## src/rtl/uart_rx.sv

```systemverilog
// 8N1 UART receiver with 2-flop input synchronizer and a valid/ready byte output.
// A held-low line after a bad stop bit reports one frame error until the line idles.
module uart_rx #(
    parameter int CLKS_PER_BIT = 16
) (
    input  logic       clk,
    input  logic       reset,
    input  logic       rx_in,
    output logic [7:0] rx_data,
    output logic       rx_valid,
    input  logic       rx_ready,
    output logic       frame_err,
    output logic       overrun
);

    localparam int CW = $clog2(CLKS_PER_BIT);
    localparam logic [CW-1:0] HALF = CW'(CLKS_PER_BIT / 2 - 1);
    localparam logic [CW-1:0] LAST = CW'(CLKS_PER_BIT - 1);

    typedef enum logic [2:0] {
        IDLE,
        START,
        DATA,
        STOP,
        BREAK
    } state_t;

    state_t        r_state;
    state_t        w_state_n;
    logic [CW-1:0] r_cnt;
    logic [CW-1:0] w_cnt_n;
    logic [2:0]    r_idx;
    logic [2:0]    w_idx_n;
    logic [7:0]    r_shift;
    logic [7:0]    w_shift_n;
    logic [7:0]    r_data;
    logic [7:0]    w_data_n;
    logic          r_valid;
    logic          w_valid_n;
    logic          r_ferr;
    logic          w_ferr_n;
    logic          r_ovr;
    logic          w_ovr_n;
    logic          r_sync1;
    logic          r_sync2;
    logic          w_rxs;
    logic          w_done;
    logic          w_half;
    logic          w_last;

    assign w_rxs  = r_sync2;
    assign w_half = (r_cnt == HALF);
    assign w_last = (r_cnt == LAST);

    always_ff @(posedge clk or posedge reset) begin
        if (reset) begin
            r_sync1 <= 1'b1;
            r_sync2 <= 1'b1;
        end else begin
            r_sync1 <= rx_in;
            r_sync2 <= r_sync1;
        end
    end

    always_ff @(posedge clk or posedge reset) begin
        if (reset) begin
            r_state <= IDLE;
            r_cnt   <= '0;
            r_idx   <= '0;
            r_shift <= '0;
            r_data  <= '0;
            r_valid <= 1'b0;
            r_ferr  <= 1'b0;
            r_ovr   <= 1'b0;
        end else begin
            r_state <= w_state_n;
            r_cnt   <= w_cnt_n;
            r_idx   <= w_idx_n;
            r_shift <= w_shift_n;
            r_data  <= w_data_n;
            r_valid <= w_valid_n;
            r_ferr  <= w_ferr_n;
            r_ovr   <= w_ovr_n;
        end
    end

    always_comb begin
        w_state_n = r_state;
        w_cnt_n   = r_cnt;
        w_idx_n   = r_idx;
        w_shift_n = r_shift;
        w_done    = 1'b0;
        w_ferr_n  = 1'b0;
        unique case (r_state)
            IDLE: begin
                if (!w_rxs) begin
                    w_state_n = START;
                    w_cnt_n   = '0;
                end
            end
            START: begin
                if (w_half) begin
                    w_cnt_n = '0;
                    w_idx_n = '0;
                    w_state_n = w_rxs ? IDLE : DATA;
                end else begin
                    w_cnt_n = r_cnt + CW'(1);
                end
            end
            DATA: begin
                if (w_last) begin
                    w_shift_n[r_idx] = w_rxs;
                    w_cnt_n = '0;
                    w_idx_n = r_idx + 3'd1;
                    if (r_idx == 3'd7) begin
                        w_state_n = STOP;
                    end
                end else begin
                    w_cnt_n = r_cnt + CW'(1);
                end
            end
            STOP: begin
                if (w_last) begin
                    w_cnt_n = '0;
                    if (w_rxs) begin
                        w_done    = 1'b1;
                        w_state_n = IDLE;
                    end else begin
                        // bad stop bit: drop the byte, wait out the low line
                        w_ferr_n  = 1'b1;
                        w_shift_n = '0;
                        w_state_n = BREAK;
                    end
                end else begin
                    w_cnt_n = r_cnt + CW'(1);
                end
            end
            BREAK: begin
                if (w_rxs) begin
                    w_state_n = IDLE;
                end
            end
            default: begin
                w_state_n = IDLE;
            end
        endcase
    end

    always_comb begin
        w_data_n  = r_data;
        w_valid_n = r_valid;
        w_ovr_n   = 1'b0;
        if (w_done && (!r_valid || rx_ready)) begin
            w_data_n  = r_shift;
            w_valid_n = 1'b1;
        end else if (w_done) begin
            w_ovr_n = 1'b1;
        end else if (r_valid && rx_ready) begin
            w_valid_n = 1'b0;
        end
    end

    assign rx_data   = r_data;
    assign rx_valid  = r_valid;
    assign frame_err = r_ferr;
    assign overrun   = r_ovr;

endmodule

```

## config.mk

```make
export PLATFORM = sky130hd
export DESIGN_NAME = uart_rx
export DESIGN_NICKNAME = d
export VERILOG_FILES = /design/src/rtl/uart_rx.sv
export SDC_FILE = /design/constraint.sdc
export NUM_CORES = 1
export LEC_CHECK = 0
export CORE_MARGIN = 5
export CORE_UTILIZATION = 51
export DETAILED_ROUTE_END_ITERATION = 12
export PLACE_DENSITY = 0.73
export REMOVE_ABC_BUFFERS = 1
export SETUP_SLACK_MARGIN = 0.2
export SLEW_MARGIN = 20
export SYNTH_ARGS = -nofsm -noshare
export SYNTH_HDL_FRONTEND = slang
export SYNTH_SLANG_ARGS = --single-unit
```

## constraint.sdc

```tcl
create_clock -name clk -period 2.05 [get_ports clk]
set_clock_uncertainty 0.2 [all_clocks]
set_input_delay 0.615 -clock clk [delete_from_list [all_inputs] [get_ports clk]]
set_output_delay 0.615 -clock clk [all_outputs]
set_load 0.01 [all_outputs]
```

==> Implementation_results.wiki, run 1 <==
{| class="wikitable"
! Metric !! Value
|-
| Area growth from synthesis to final layout || 35.7%
|-
| Register-to-Register Path Depth || 3
|-
| Worst hold path depth || 0
|-
| RSZ-0062 raised after global routing || true
|-
| Count of antenna-violating nets left after detailed routing || 0
|-
| Power density cells || about 800 mW/mm²
|-
| Buffers added on ports || 14
|-
| Gate count of the mapped netlist || approximately 150
|-
| GPL Wtd Cong || roughly 0.77
|-
| Synthesis Warnings || 0
|-
| Fillers || about 220
|-
| Library cell with the largest summed area after synthesis || dfrtp_1
|-
| Slew HR || just over 70%
|-
| Final hold vios || 0
|-
| Clock period minus worst slack || roughly 1.8 ns
|-
| Final period utilization || 88.5%
|-
| Arrival time at the worst endpoint || 1.82 ns
|-
| Most common cell in the netlist || dfrtp_1
|-
| Total GRT Usage || 16.4%
|-
| Detailed-route DRC error count || 0
|-
| Transition time at the pin with the least slew margin || a little over 0.4 ns
|-
| Routed wire length || between 3000 and 4000 µm
|-
| Number of global-route vias before repair || around 1200
|-
| Starting utilization of the core area || a little over half
|-
| Antenna Cells || 0
|-
| Reg2Reg Capture Point || r_shift[2]$_DFFE_PP0P_
|-
| Starting DRC count in detailed routing || 52
|-
| Maximum net fanout on the critical path || 9
|-
| Syn avg cell area || between 10 and 15 µm²
|-
| Overall overflow remaining after global route || 0
|-
| Worst Hold Path EP || r_sync2$_DFF_PP1_
|-
| Sort of element at the end of the critical path || flop
|-
| Number of vias in the routed layout || between 1000 and 1500
|-
| Number of pins exceeding their max-slew limit in the final report || 0
|-
| Share of final-layout standard cells stronger than drive strength 1 || between 40% and 50%
|-
| Number of maximum-capacitance constraint violations || 0
|-
| Pin count of the biggest net entering global routing || 32
|-
| Site row count || 20
|-
| Utilization after layout || between 70% and 80%
|-
| Design area || about 0.0022 mm²
|-
| List of most frequent post-synthesis cells || dfrtp_1, inv_1, mux2_2
|-
| Peak Freq || between 500 and 600 MHz
|-
| Area of the die || 0.00440 mm²
|-
| Antenna violations before repair || 0
|-
| Data required time of the critical path || a little over 2 ns
|-
| CTS tree || done
|-
| Status || completed
|-
| Nets@finish || a little under 200
|-
| Area taken by flip-flops and latches || approximately 780 µm²
|-
| Minimum setup slack among reg-to-reg paths || about 0.23 ns
|-
| Worst skew pair latency || ~0.33 ns
|-
| Cell Chain, Critical Path || or3b_2, a2111oi_4, o32ai_2
|-
| Worst setup path class || flop to flop
|-
| Static Leak || roughly 0.95 nW
|-
| Longest individual stage delay on the worst path || 0.51 ns
|-
| Dominant cells by area after synthesis || dfrtp_1, mux2_2, a2111oi_0
|-
| Total area of multi-input combinational cells || ~850 µm²
|-
| Total power || roughly 1.8 mW
|-
| Path category of the worst min-delay check || flop to flop
|-
| Number of setup violations in the final report || 0
|-
| Number of synthesized flops with an enable pin || 0
|-
| Num CTS Buffers || 5
|-
| Number of top-level pins || 15
|-
| Routed wire length per instance || ~15 µm
|-
| Peak supply drop || around 0.00056 V
|-
| Primary FF master, synth || dfrtp_1
|-
| Beginning of the worst register-to-register path || r_idx[2]$_DFFE_PP0P_
|-
| Core region area || slightly above 0.003 mm²
|-
| # clock sinks || 31
|-
| Final Hold Slack || 0.163 ns
|-
| H-Tree Level Count || 2
|-
| Share of Yosys cell area claimed by the top area cell type || approximately 45%
|-
| Wire length of the first global-routing pass || roughly 5400 µm
|-
| Clock root buffer master || clkbuf_4
|-
| Part of the Yosys area used for sequential elements || between 40% and 50%
|-
| Worst Min Path Start || r_sync1$_DFF_PP1_
|-
| Slowest CP cell || or3b_2
|-
| First drt pass iteration count || 4
|-
| Maximum number of buffers from clock root to sink || 2
|-
| Flip-flop and latch count after synthesis || 31
|-
| Kind of start point of the critical path || flop
|-
| Vias per cell || ~5.6
|-
| Height of the chip || around 66 µm
|-
| Half-perimeter wire length after placement || approximately 2100 µm
|-
| Ys async rst share || between 90% and 100%
|-
| Area after detailed placement || around 0.0018 mm²
|-
| Post-CTS clock slew at the launch and capture registers of the worst setup and hold paths || around 0.10 ns
|-
| Post-Synthesis Cell Area || 0.00162 mm²
|-
| Distinct cells, synth || 38
|-
| Number of buffers added to fix hold violations after cts || 0
|-
| Die outline width || 66.3 µm
|}
[registers in the layout, summed over array words and instances, names as in the netlist]
signal and count:
r_sync1 1, r_sync2 1, frame_err 1, r_cnt 4, r_state 3, rx_data 8, r_shift 8, r_idx 3
overrun 1, rx_valid 1
[metrics by stage]
| stage | std cells | worst slack (ns) | setup TNS (ns) |
|---|---|---|---|
| floorplan | 136 | 0.128 | 0 |
| global placement | 201 | -0.313 | -2.50 |
| detailed placement | 201 | -0.333 | -2.64 |
| CTS | 213 | 0.179 | 0 |
| global route | 234 | 0.168 | 0 |
| finish | 234 | 0.235 | 0 |
[critical path: cells and delay by family, from the launching register on]
kind,cells,cell delay [ns]
compound gates,2,0.51
flops,1,0.47
simple gates,1,0.51
[power breakdown]
group | internal [mW] | switching, mW
sequential | 0.680 | 0.0993
combinational | 0.311 | 0.295
clock | 0.166 | 0.200
[repair_timing]
item                                    in CTS  in global routing
endpoints found under the setup margin      24                 24
resized for setup                           25                 30
pin swaps                                    2                  3
hold endpoints to repair                     0                  0
setup buffers                                4                 21
[cells by family after synthesis]
group                      after synthesis  synth area share (%)
AOI/OAI and AO/OA                       32                  16.6
xor gates and xnor gates                 1                 0.541
adders and majority gates                3                  2.32
buffers and inverters                   28                  7.27
DFF                                     31                  48.1
muxes                                   12                  8.20
and+or+nand+nor                         40                  17.0
[layer usage]
layer / global-route usage, % / wire (µm) / up-vias / part of all wire, %
li1: - / - / 621 / -
met1: 18.4 / 1510 / 649 / 42
met2: 27.0 / 1900 / 24 / 52
met3: 5.95 / 152 / 6 / 4.2
met4: 8.38 / 57 / 0 / 1.6
met5: 0 / 0 / - / 0
[layout by cell type (no fill, tap or decap), types with 5 or more instances in the layout]
cell type / instances
clkdlybuf4s15_1: 7
nand3b_1: 6
dlygate4sd2_1: 5
and2_1: 5
or3b_2: 5
buf_4: 31
inv_1: 16
clkbuf_4: 5
dfrtp_2: 5
o21ai_0: 5
mux2_4: 8
dfrtp_1: 24
[worst max-delay path by stage]
stage                               startpoint                     end  slack (ns)  depth (start not counted)
after floorplan           r_cnt[0]$_DFFE_PP0P_  rx_data[0]$_DFFE_PP0P_        0.13                          4
after global placement                rx_ready  rx_data[7]$_DFFE_PP0P_       -0.31                          5
after CTS                 r_cnt[1]$_DFFE_PP0P_  r_shift[6]$_DFFE_PP0P_        0.18                          4
after global routing      r_cnt[3]$_DFFE_PP0P_  rx_data[5]$_DFFE_PP0P_        0.17                          4
final                     r_idx[2]$_DFFE_PP0P_  r_shift[2]$_DFFE_PP0P_        0.23                          3
after detailed placement              rx_ready  rx_data[5]$_DFFE_PP0P_       -0.33                          5
[final cells by class]
class | instances | share of cell area [%]
clock inverters | 1 | 0.228
flip-flops and latches | 31 | 35.7
repair buffers | 46 | 17.2
well taps | 44 | 2.51
inverters | 17 | 2.91
multi-input cells | 88 | 38.9
clock buffers | 7 | 2.51
Note: power is estimated with default switching activity, not from simulation.
==> run 2: changes to the inputs <==
HOLD_SLACK_MARGIN = 0.12   (was not set)
==> results of run 2 <==
Final layout, timing and power as in run 1 (identical DEF).
==> run 3: changes to the inputs <==
CORE_UTILIZATION = 53   (was 51)
CTS_BUF_LIST = sky130_fd_sc_hd__clkbuf_8   (was not set)
PLACE_DENSITY = 0.75   (was 0.73)
==> run 3 against run 2 <==
Effect of this change: final cell count fell by 7.3%; critical path type unchanged; register-to-register slack got worse by 0.04 ns; clock power grew 31%; critical endpoint unchanged; critical path depth unchanged; worst setup slack worse by 0.041 ns.
==> Implementation_results.wiki, run 3 (synthesis gave the netlist of run 1 again) <==
{| class="wikitable"
! Metric !! Value
|-
| Status || completed
|-
| Number of maximum-capacitance constraint violations || 0 (unchanged)
|-
| Buffers added on ports || 14 (unchanged)
|-
| Number of buffers and inverters on the critical path || 0 (unchanged)
|-
| Maximum net fanout on the critical path || 9 (unchanged)
|-
| Height of the chip || 65.3 µm (-1.6%)
|-
| Antenna Cells || 0 (unchanged)
|-
| Worst setup path class || flop to flop
|-
| Overall overflow remaining after global route || 0 (unchanged)
|-
| Slowest CP cell || or3b_2
|-
| Start point of the critical path || r_idx[2]$_DFFE_PP0P_
|-
| Slew HR || 63.5% (-9.0 points)
|-
| Peak supply drop || 0.000676 V (+22%)
|-
| Detailed-route DRC error count || 0 (unchanged)
|-
| Area of the die || 0.00426 mm² (-3.2%)
|-
| Pin count of the biggest net entering global routing || 32 (unchanged)
|-
| Arrival time at the worst endpoint || 1.80 ns (-0.02 ns)
|-
| Number of vias in the routed layout || 1269 (-2.4%)
|-
| Antenna violations before repair || 0 (unchanged)
|-
| Total GRT Usage || 17.7% (+1.3 points)
|-
| Num CTS Buffers || 5 (unchanged)
|-
| DP Worst Slack || -0.362 ns (-0.0297 ns)
|-
| Static Leak || 0.954 nW (+0.57%)
|-
| Switch Pwr || 603 µW (+1.5%)
|-
| Number of top-level pins || 15 (unchanged)
|-
| Post-CTS clock slew at the launch and capture registers of the worst setup and hold paths || 0.06 ns (-0.04 ns)
|-
| Proportion of power drawn by flip-flops and latches || 41.6% (-2.9 points)
|-
| Utilization after layout || 71.7% (-0.20 points)
|-
| Share of final-layout standard cells stronger than drive strength 1 || 38.6% (-1.9 points)
|-
| First drt pass iteration count || 4 (unchanged)
|-
| Wire length of the first global-routing pass || 5750 µm (+6.9%)
|-
| Clock period minus worst slack || 1.86 ns (+0.0413 ns)
|-
| Power density cells || 871 mW/mm² (+9.2%)
|-
| Number of global-route vias before repair || 1249 (+2.1%)
|-
| Starting utilization of the core area || 54.3% (+1.3 points)
|-
| Count of antenna-violating nets left after detailed routing || 0 (unchanged)
|-
| Clock root buffer master || clkbuf_8
|-
| Data required time of the critical path || 2.00 ns (-0.06 ns)
|-
| Sort of element at the end of the critical path || flop
|-
| Most common cell after layout, fill and taps aside || buf_4
|-
| GPL Wtd Cong || 0.759 (-1.9%)
|-
| Final period utilization || 90.6% (+2.0 points)
|-
| H-Tree Level Count || 2 (unchanged)
|-
| Final Hold Slack || 0.157 ns (-0.00573 ns)
|-
| Number of setup violations in the final report || 0 (unchanged)
|-
| Final hold vios || 0 (unchanged)
|-
| Worst skew pair latency || 0.28 ns (-0.05 ns)
|-
| RSZ-0062 raised after global routing || true
|-
| Core region area || 0.00298 mm² (-2.5%)
|-
| Starting DRC count in detailed routing || 61 (+17%)
|-
| Total power || 1.86 mW (+6.2%)
|-
| Placed Cells || 190 (-5.5%)
|-
| Maximum number of buffers from clock root to sink || 2 (unchanged)
|-
| Final Worst Setup Slack || 0.193 ns (-0.0413 ns)
|-
| Vias per cell || 5.85 (+5.3%)
|-
| Pint || 1.26 mW (+8.7%)
|-
| Worst Min Path Start || r_sync1$_DFF_PP1_
|-
| Area growth from synthesis to final layout || 32.0%
|-
| Kind of start point of the critical path || flop
|-
| Comb pwr share || 32.7% (-1.9 points)
|-
| CTS tree || done
|-
| Half-perimeter wire length after placement || 2210 µm (+3.8%)
|-
| Number of pins exceeding their max-slew limit in the final report || 0 (unchanged)
|-
| Beginning of the worst register-to-register path || r_idx[2]$_DFFE_PP0P_
|-
| Routed wire length per instance || 16.7 µm (+8.3%)
|-
| Final non-filler cell total || 217 (-7.3%)
|-
| Routed wire length || 3630 µm (+0.44%)
|-
| Most used cells in the layout excluding fill and tap cells || buf_4, dfrtp_1, inv_1, dlygate4sd2_1, mux2_2
|-
| Sw Ratio || 32.4% (-1.5 points)
|-
| Path category of the worst min-delay check || flop to flop
|-
| Site row count || 20 (unchanged)
|-
| Nets@finish || 190 (-3.1%)
|-
| # clock sinks || 31 (unchanged)
|-
| Longest individual stage delay on the worst path || 0.53 ns (+0.02 ns)
|-
| Transition time at the pin with the least slew margin || 0.548 ns (+0.145 ns)
|-
| Die outline width || 65.3 µm (-1.6%)
|-
| Peak Freq || 539 MHz (-2.2%)
|-
| Clock network fraction of design power || 25.7% (+4.8 points)
|-
| Cell Chain, Critical Path || or3b_2, a2111oi_4, o32ai_2
|-
| Delay-heaviest family, CP || compound AO/OA/AOI/OAI gates
|}
run 3: per-layer routing:
layer / share of wire [%] / GRT usage [%] / wire, µm
met5: 0 / 0 / 0
met4: 2.4 / 6.22 / 87
met3: 4.2 / 5.64 / 154
met2: 52 / 32.2 / 1900
met1: 41 / 19.1 / 1490
run 3: per-stage QoR:
step / TNS [ns] / instance area [µm²]
6_report: 0 / 2140
5_1_grt: 0 / 2140
4_1_cts: 0 / 1940
3_5_place_dp: -2.80 / 1800
3_3_place_gp: -2.49 / 1800
2_1_floorplan: 0 / 1560
run 3: worst reg2reg max path: stages, from the launching register on:
cell       delay [ns]
dfrtp_2          0.46
or3b_2           0.54
a2111oi_4        0.39
o32ai_2          0.15
run 3: what timing repair did:
action | 4_1_cts | 5_1_grt
gates resized for setup | 27 | 15
hold buffers | 0 | 0
setup buffers | 2 | 17
pin swaps | 1 | 4
gates cloned | 0 | 0
endpoints found under the setup margin | 26 | 18
run 3: cell type report:
type | count | area (µm²)
well taps | 33 | 41.3
inverters | 17 | 63.8
clock buffers | 6 | 82.6
repair buffers | 40 | 324
clock inverters | 2 | 8.76
flip-flops and latches | 31 | 785
fillers | 202 | 842
multi-input cells | 88 | 831
run 3: power groups by stage:
stage / clock [mW] / sequential [mW] / combinational, mW
detailed placement: 0 / 0.798 / 0.391
CTS: 0.491 / 0.793 / 0.456
global placement: 0 / 0.792 / 0.363
finish: 0.478 / 0.773 / 0.609
global route: 0.530 / 0.787 / 0.671
floorplan: 0 / 0.778 / 0.294
run 3: worst paths after layout:
| path | end | slack, ns | cells after the start |
|---|---|---|---|
| setup / recovery | r_shift[2]$_DFFE_PP0P_ | 0.19 | 3 |
| hold / removal | r_sync2$_DFF_PP1_ | 0.16 | 0 |
| setup reg to reg | r_shift[2]$_DFFE_PP0P_ | 0.19 | 3 |
| hold reg to reg | r_sync2$_DFF_PP1_ | 0.16 | 0 |
| max in group asynchronous | r_sync1$_DFF_PP1_ | 0.82 | 3 |
| min in group asynchronous | rx_data[6]$_DFFE_PP0P_ | 0.51 | 3 |
